### config.mk
export PLATFORM = sky130hd
export DESIGN_NAME = dense_neuron_mac_flat
export DESIGN_NICKNAME = d
export VERILOG_FILES = /design/src/rtl/dense_neuron_mac_if.sv /design/src/rtl/dense_neuron_mac.sv /design/src/flat_wrapper.sv
export SDC_FILE = /design/constraint.sdc
export NUM_CORES = 1
export LEC_CHECK = 0
export CORE_UTILIZATION = 23
export CTS_CLUSTER_SIZE = 16
export DETAILED_ROUTE_END_ITERATION = 16
export DONT_BUFFER_PORTS = 1
export GPL_TIMING_DRIVEN = 0
export SYNTH_ARGS = -nofsm -noshare
export SYNTH_HDL_FRONTEND = slang
export SYNTH_SLANG_ARGS = --single-unit
### constraint.sdc
create_clock -name clk -period 5.7 [get_ports clk]
set_input_delay 0.285 -clock clk [delete_from_list [all_inputs] [get_ports clk]]
set_output_delay 0.285 -clock clk [all_outputs]
set_load 0.05 [all_outputs]
### src/rtl/dense_neuron_mac_if.sv
// rtl/dense_neuron_mac_if.sv - pair stream, start/bias and result bus of the dense neuron MAC
interface dense_neuron_mac_if #(
  parameter int DATA_W = 16,
  parameter int OUT_W  = 32
);
  logic                       start;
  logic signed [2*DATA_W-1:0] bias;
  logic                       in_valid;
  logic                       in_ready;
  logic signed [DATA_W-1:0]   x;
  logic signed [DATA_W-1:0]   w;
  logic signed [OUT_W-1:0]    out_data;
  logic                       out_ld;
  logic                       busy;
  logic                       sat;

  modport master (
    output start, bias, in_valid, x, w,
    input  in_ready, out_data, out_ld, busy, sat
  );

  modport slave (
    input  start, bias, in_valid, x, w,
    output in_ready, out_data, out_ld, busy, sat
  );
endinterface

### src/rtl/dense_neuron_mac.sv
// rtl/dense_neuron_mac.sv - single-neuron MAC: bias + sum(x*w), rescale, saturate
// Optional ReLU on the result when DENSE_MAC_RELU_EN is defined.
module dense_neuron_mac #(
  parameter int DATA_W = 16,
  parameter int FRAC_W = 8,
  parameter int N_IN   = 784,
  parameter int OUT_W  = 32,
  parameter int CNT_W  = $clog2(N_IN + 1)
) (
  input logic               clk,
  input logic               rst,
  dense_neuron_mac_if.slave bus
);
  localparam int ACC_W = 2*DATA_W + $clog2(N_IN) + 1;
  localparam int EXT_W = (ACC_W > OUT_W) ? ACC_W : OUT_W + 1;
  localparam logic [CNT_W-1:0] LAST_CNT = CNT_W'(N_IN - 1);

  typedef enum logic [1:0] {IDLE, ACC, OUT} state_t;

  state_t                     state_q, state_d;
  logic signed [ACC_W-1:0]    acc_q, acc_d;
  logic [CNT_W-1:0]           cnt_q, cnt_d;
  logic signed [OUT_W-1:0]    out_data_q, out_data_d;
  logic                       out_ld_q, out_ld_d;
  logic                       sat_q, sat_d;

  logic signed [2*DATA_W-1:0] prod;
  logic signed [ACC_W-1:0]    r_shift;
  logic signed [EXT_W-1:0]    r_ext;
  logic [EXT_W-OUT_W:0]       r_top;
  logic                       ovf_pos, ovf_neg;
  logic signed [OUT_W-1:0]    r_clip;

  assign prod    = (2*DATA_W)'(bus.x) * (2*DATA_W)'(bus.w);
  assign r_shift = acc_q >>> FRAC_W;
  assign r_ext   = EXT_W'(r_shift);
  // The result fits OUT_W only if every bit from OUT_W-1 upward equals the sign.
  assign r_top   = r_ext[EXT_W-1:OUT_W-1];
  assign ovf_pos = !r_ext[EXT_W-1] && (|r_top);
  assign ovf_neg = r_ext[EXT_W-1] && !(&r_top);

  always_comb begin
    r_clip = r_ext[OUT_W-1:0];
    if (ovf_pos) begin
      r_clip = {1'b0, {(OUT_W-1){1'b1}}};
    end else if (ovf_neg) begin
      r_clip = {1'b1, {(OUT_W-1){1'b0}}};
    end
`ifdef DENSE_MAC_RELU_EN
    if (r_clip[OUT_W-1]) begin
      r_clip = '0;
    end
`endif
  end

  always_comb begin
    state_d    = state_q;
    acc_d      = acc_q;
    cnt_d      = cnt_q;
    out_data_d = out_data_q;
    sat_d      = sat_q;
    out_ld_d   = 1'b0;
    case (state_q)
      IDLE: begin
        if (bus.start) begin
          acc_d   = ACC_W'(bus.bias);
          cnt_d   = '0;
          state_d = ACC;
        end
      end
      ACC: begin
        if (bus.in_valid) begin
          acc_d = acc_q + ACC_W'(prod);
          cnt_d = cnt_q + CNT_W'(1);
          if (cnt_q == LAST_CNT) begin
            state_d = OUT;
          end
        end
      end
      OUT: begin
        out_data_d = r_clip;
        sat_d      = ovf_pos || ovf_neg;
        out_ld_d   = 1'b1;
        state_d    = IDLE;
      end
      default: state_d = IDLE;
    endcase
  end

  always_ff @(posedge clk or negedge rst) begin
    if (!rst) begin
      state_q    <= IDLE;
      acc_q      <= '0;
      cnt_q      <= '0;
      out_data_q <= '0;
      out_ld_q   <= 1'b0;
      sat_q      <= 1'b0;
    end else begin
      state_q    <= state_d;
      acc_q      <= acc_d;
      cnt_q      <= cnt_d;
      out_data_q <= out_data_d;
      out_ld_q   <= out_ld_d;
      sat_q      <= sat_d;
    end
  end

  assign bus.in_ready = (state_q == ACC);
  assign bus.busy     = (state_q != IDLE);
  assign bus.out_data = out_data_q;
  assign bus.out_ld   = out_ld_q;
  assign bus.sat      = sat_q;
endmodule

### src/flat_wrapper.sv
// flat-port wrapper written by rule: the top's interface ports become plain ports
module dense_neuron_mac_flat 
#(
  parameter int DATA_W = 16,
  parameter int FRAC_W = 8,
  parameter int N_IN   = 784,
  parameter int OUT_W  = 32,
  parameter int CNT_W  = $clog2(N_IN + 1)
)
  (clk, rst, bus_start, bus_bias, bus_in_valid, bus_x, bus_w, bus_in_ready, bus_out_data, bus_out_ld, bus_busy, bus_sat);
  dense_neuron_mac_if #(.DATA_W(DATA_W), .OUT_W(OUT_W)) bus_i ();
  input logic clk;
  input logic rst;
  input wire logic [$bits(bus_i.start)-1:0] bus_start;
  input wire logic [$bits(bus_i.bias)-1:0] bus_bias;
  input wire logic [$bits(bus_i.in_valid)-1:0] bus_in_valid;
  input wire logic [$bits(bus_i.x)-1:0] bus_x;
  input wire logic [$bits(bus_i.w)-1:0] bus_w;
  output wire logic [$bits(bus_i.in_ready)-1:0] bus_in_ready;
  output wire logic [$bits(bus_i.out_data)-1:0] bus_out_data;
  output wire logic [$bits(bus_i.out_ld)-1:0] bus_out_ld;
  output wire logic [$bits(bus_i.busy)-1:0] bus_busy;
  output wire logic [$bits(bus_i.sat)-1:0] bus_sat;
  assign bus_i.start = bus_start;
  assign bus_i.bias = bus_bias;
  assign bus_i.in_valid = bus_in_valid;
  assign bus_i.x = bus_x;
  assign bus_i.w = bus_w;
  assign bus_in_ready = bus_i.in_ready;
  assign bus_out_data = bus_i.out_data;
  assign bus_out_ld = bus_i.out_ld;
  assign bus_busy = bus_i.busy;
  assign bus_sat = bus_i.sat;
  dense_neuron_mac #(.DATA_W(DATA_W), .FRAC_W(FRAC_W), .N_IN(N_IN), .OUT_W(OUT_W), .CNT_W(CNT_W)) u_core (.clk(clk), .rst(rst), .bus(bus_i));
endmodule
* Yosys cells after proc, flatten, opt, wreduce, memory -nomap -nowiden
Index checks and enable logic that the tools add are counted.
Word-level totals: bits in registers 89, input port bits 68, output and inout port bits 36, logic and storage cells 40
Operators by class: add/sub/neg operators 2, multiply operators 1, equality and inequality tests 6, multiplexer cells 13, reductions and logical operators 12
Operator list (number):
- 2-to-1 mux 43 bit | 2
- one-hot mux 43 bit (2 select lines) | 1
- 2-to-1 mux 32 bit | 2
- adder 43 x 32 -> 43 bit | 1
- multiplier 16 x 16 -> 32 bit | 1
- 2-to-1 mux 10 bit | 2
- one-hot mux 10 bit (2 select lines) | 1
- adder 10 x 1 -> 10 bit, second input constant | 1
- equality test 10 bit, second input constant | 1
- 2-to-1 mux 2 bit | 3
- AND reduction 3 bit | 2
- inequality test 2 bit, second input constant | 2
- one-hot mux 2 bit (2 select lines) | 1
- AND reduction 4 bit | 1
- nonzero test 2 bit | 2
- OR reduction 4 bit | 1
- equality test 2 x 1 -> 1 bit, second input constant | 1
- equality test 2 bit, second input constant | 1
- logical AND 1 bit | 2
- logical NOT 1 bit | 2
- logical NOT 2 bit | 1
- inequality test 2 x 1 -> 1 bit, second input constant | 1
- logical OR 1 bit | 1
- 2-to-1 mux 1 bit | 1

* Depth between registers and ports, before layout
word-level depth 5, depth in mapped cells 24, gate-level depth less buffers 24

* Least setup slack after synthesis
Ideal clock, no wire load.
path type input to register, from input port bus_x[15], to register u_core.acc_q[42], library setup time 0.128 ns, arrival 6.216 ns, data required time 5.572 ns, path slack -0.644 ns, stages 24, buffers on the path 2, cell sequence clkbuf_1 > nand2_1 > inv_1 > fa_1 > inv_1 > fa_1 > fa_1 > fa_1 > inv_1 > fa_1 > inv_1 > fa_1 > inv_1 > ha_1 > clkbuf_1 > a21oi_1 > o21bai_1 > a21oi_1 > o21ai_0 > nor3_1 > a21oi_1 > o21ai_0 > a21oi_1 > o21ai_0
On the way: longest elaborated chain between the ends 4
Ends and longest elaborated chain:
- start, declared | RTL line flat_wrapper.sv:17 | input wire logic [$bits(bus_i.x)-1:0] bus_x;
- multiplier 16 x 16 -> 32 bit | RTL line dense_neuron_mac.sv:34 | assign prod = (2*DATA_W)'(bus.x) * (2*DATA_W)'(bus.w);
- adder 43 x 32 -> 43 bit | RTL line dense_neuron_mac.sv:73 | acc_d = acc_q + ACC_W'(prod);
- 2-to-1 mux 43 bit | RTL line dense_neuron_mac.sv:72 | if (bus.in_valid) begin
- one-hot mux 43 bit (2 select lines) | RTL line dense_neuron_mac.sv:63 | case (state_q)
- end signal, assigned | RTL line dense_neuron_mac.sv:93 | acc_q <= '0;
- end signal, assigned | RTL line dense_neuron_mac.sv:100 | acc_q <= acc_d;
- end, declared | RTL line dense_neuron_mac.sv:21 | logic signed [ACC_W-1:0] acc_q, acc_d;
No other way between the ends. The select of a mux whose other input is x is not followed. A chain may end at the register's enable or synchronous reset.

* Final worst setup path
from input port bus_w[3], to register u_core.acc_q[33]
On the way: longest elaborated chain between the ends 4
Ends and longest elaborated chain:
- start, declared | RTL line flat_wrapper.sv:18 | input wire logic [$bits(bus_i.w)-1:0] bus_w;
- multiplier 16 x 16 -> 32 bit | RTL line dense_neuron_mac.sv:34
- adder 43 x 32 -> 43 bit | RTL line dense_neuron_mac.sv:73
- 2-to-1 mux 43 bit | RTL line dense_neuron_mac.sv:72
- one-hot mux 43 bit (2 select lines) | RTL line dense_neuron_mac.sv:63
No other way between the ends. The select of a mux whose other input is x is not followed.

==> run metrics <==
status complete, but fails checks; failing checks setup timing; type of origin of the critical path input pin; Critical Path End u_core.acc_q[33]; Nets ~2,400; WP data arrival roughly 6 ns; kind of critical path input pin to flop; depth of the most critical reg-to-reg path 16; ys flop type dfrtp_1; crit path max fanout 7; Final GP Congestion between 0.8 and 0.9; I/O Buffers 0; maximum clock insertion buffer count 2; delay-heaviest family, CP adder cells; # Max-Cap Violations 0; RSZ-0062 raised after global routing true; core area 71,600 µm²; CP most frequent cell inv_2; CP required around 6 ns; gr ovfl total 0; via count 12,500; Worst Setup SP bus_w[3]; CTS sink cnt between 80 and 90; vias per std cell 4.40; most frequent cells in the layout inv_1, fa_1, nand2_1; mapped cell area 16,700 µm²; Tot GR Track Use 13.3%; boundary pin count about 100; Synth area leader fa_1; clock slew at reported path FFs roughly 0.080 ns; syn_nets approximately 2,400; Tmin final ~5.7 ns; commonest non-fill, non-tap cell in the layout inv_1; number of synthesized flops with an enable pin 0; design area about 19,000 µm²; relative slew slack a little under an eighth; worst slew pin tran ~1.3 ns; share of Yosys cell area claimed by the top area cell type approximately two fifths; Sequential Area about 2200 µm²; pin count of the biggest net entering global routing 90; sequential share of the synthesized area between 10% and 20%; synth warn 0; H-tree Lvls 3; Final Hold Fails 0; layout cells sized above 1 10.2%; ranking of synthesized cells by area fa_1, dfrtp_1, inv_1; Reg-to-Reg Start u_core.acc_q[9]; drt wl/cell 16.7 µm; setup TNS -0.0609 ns; Pre-antenna DRT Iters 5; initial antenna violation count 2; FF-to-FF End u_core.acc_q[36]; Initial Utilization 23.3%; Area Overhead vs Synth 14.6%; die span in y roughly 270 µm; DP Wirelength just over 40,000 µm; Die W roughly 270 µm; fmax ~0.17 GHz; final worst-path cycle share 100%; worst-path cell chain clkbuf_16 > and2_4 > fa_2 > inv_2 > fa_2 > buf_6 > fa_2 > fa_1 > inv_2 > fa_1 > inv_2 > fa_1 > inv_2 > ha_4 > buf_8 > nor3_4 > nor2_2 > o31ai_4 > nand3_2 > a31oi_4 > o21bai_1 > a21oi_1 > xor2_1 > a21oi_1; Inserted Clock Buffers 9; worst skew pair latency ~0.37 ns; CP bufs+invs 7; Worst path slowest cell fa_2; Area after DPL about 18,000 µm²; Final Max Tran Viols 0; final setup margin -0.0270 ns; Max stage delay on crit path about 0.61 ns; 1st-iter DRT viols between 900 and 1,000; antenna-violating nets left 0; CTS tree yes; pre-CTS setup slack -0.975 ns; Async S/R FF share, synth between 90% and 100%; drt drc 0; register bit count reported by yosys 89; CP endpoint kind flop; clk root buf clkbuf_16; Hold Crit Class input pin to flop; multi-input logic area approximately 13,000 µm²; global-route wire length before repair between 70,000 and 80,000 µm; number of fill cells between 7,000 and 8,000; Routed Wire Length 47,500 µm; Rows 98; Syn Area/Cell around 9.1 µm²; vias in the first global route between 10,000 and 15,000; clock skew ~0.014 ns; post-synthesis instance total ~1,800; CP Depth 24; R2R Setup Slk around 0.35 ns; synth unique cells between 60 and 70; Final Setup Violations 4; Die ar. about 74,000 µm²
## stage by stage
stage / hold slack, ns / cells / util (%)
4_1_cts: 0.0469 / 2828 / 26.2
3_5_place_dp: -0.00656 / 2785 / 25.2
3_3_place_gp: -0.00631 / 2785 / 25.2
6_report: 0.0585 / 2839 / 26.7
5_1_grt: 0.0676 / 2838 / 26.7
2_1_floorplan: -0.0106 / 1835 / -
## area by class of cell
type / instances / share of cell area (%)
clock inverter: 6 / 0.314
multi-input combinational: 1261 / 68.4
sequential: 89 / 11.6
clock buffer: 10 / 1.25
antenna: 1 / 0.0131
timing repair buffer: 38 / 1.73
tap: 950 / 6.21
buffer: 67 / 2.18
inverter: 416 / 8.24
timing repair inverter: 1 / 0.0262
## cells by family (layout without fill, tap and decap cells)
logic type	count (synthesis)	after routing	synth area share, %
buf+inv	485	538	10.9
simple gates	524	524	14.7
other cells	0	1	0
xor+xnor	47	47	2.47
fa+ha+maj	464	464	50.2
flops	89	89	13.3
compound gates	224	224	8.30
mux	2	2	0.127
## worst register-to-register path: cells and delay by family, from the launching register on
kind	cells	cell delay, ns
and+or+nand+nor	3	0.64
DFF	1	0.53
AOI/OAI and AO/OA	5	1.25
buffers and inverters	2	0.09
adders and majority gates	6	2.79
## synth_stat cells (all sizes together) (2+ instances only)
master  count
nand2b      6
nor4        4
a311oi      2
nand2     250
or2         2
o21a        2
o311a       2
a21boi      2
fa        342
a21o       15
nand3b      3
o21bai      4
xnor2      26
nor3       12
nor2b       3
nor2       78
ha        122
nand4       9
a31oi      13
o21ai      75
a21oi      76
buf         3
xor2       21
o211ai      9
a211oi      7
inv       416
o31ai       5
clkbuf     66
or4         2
and2      124
o22ai       3
nand3      19
and3       10
dfrtp      89
## flip-flops by register name (all words and copies together) (netlist names)
| register | cells |
|---|---|
| u_core.cnt_q | 10 |
| u_core.bus.out_data | 32 |
| u_core.acc_q | 43 |
| u_core.state_q | 2 |
| u_core.bus.out_ld | 1 |
| u_core.bus.sat | 1 |
## how the worst min path moves through the flow
stage | start | endpoint | slack (ns) | cells past startpoint
final | bus_bias[3] | u_core.acc_q[3] | 0.06 | 2
after floorplan | rst | u_core.acc_q[0] | -0.01 | 0
after CTS | bus_bias[3] | u_core.acc_q[3] | 0.05 | 2
after global placement | rst | u_core.bus.out_data[26] | -0.006 | 0
after detailed placement | rst | u_core.bus.out_data[26] | -0.007 | 0
after global routing | bus_bias[16] | u_core.acc_q[16] | 0.07 | 2
## what timing repair did
item                       in CTS  in global routing
buffers inserted               27                 10
gates cloned                    0                  1
hold buffers                    2                  0
hold endpoints to repair       89                  0
pin swaps                      33                 35
setup endpoints to repair      24                 20
gates resized for setup        65                 98
## layer usage
layer / track usage [%] / vias to the layer above / share of wire [%]
met4: 2.20 / 0 / 1.3
met5: 0 / - / 0
met2: 22.4 / 319 / 49
li1: - / 5645 / -
met3: 2.53 / 37 / 6.8
met1: 17.8 / 6492 / 42
Power is left out: the tool's default activity adds up to more than one toggle a clock period on the data nets, which glitch-free logic cannot reach.
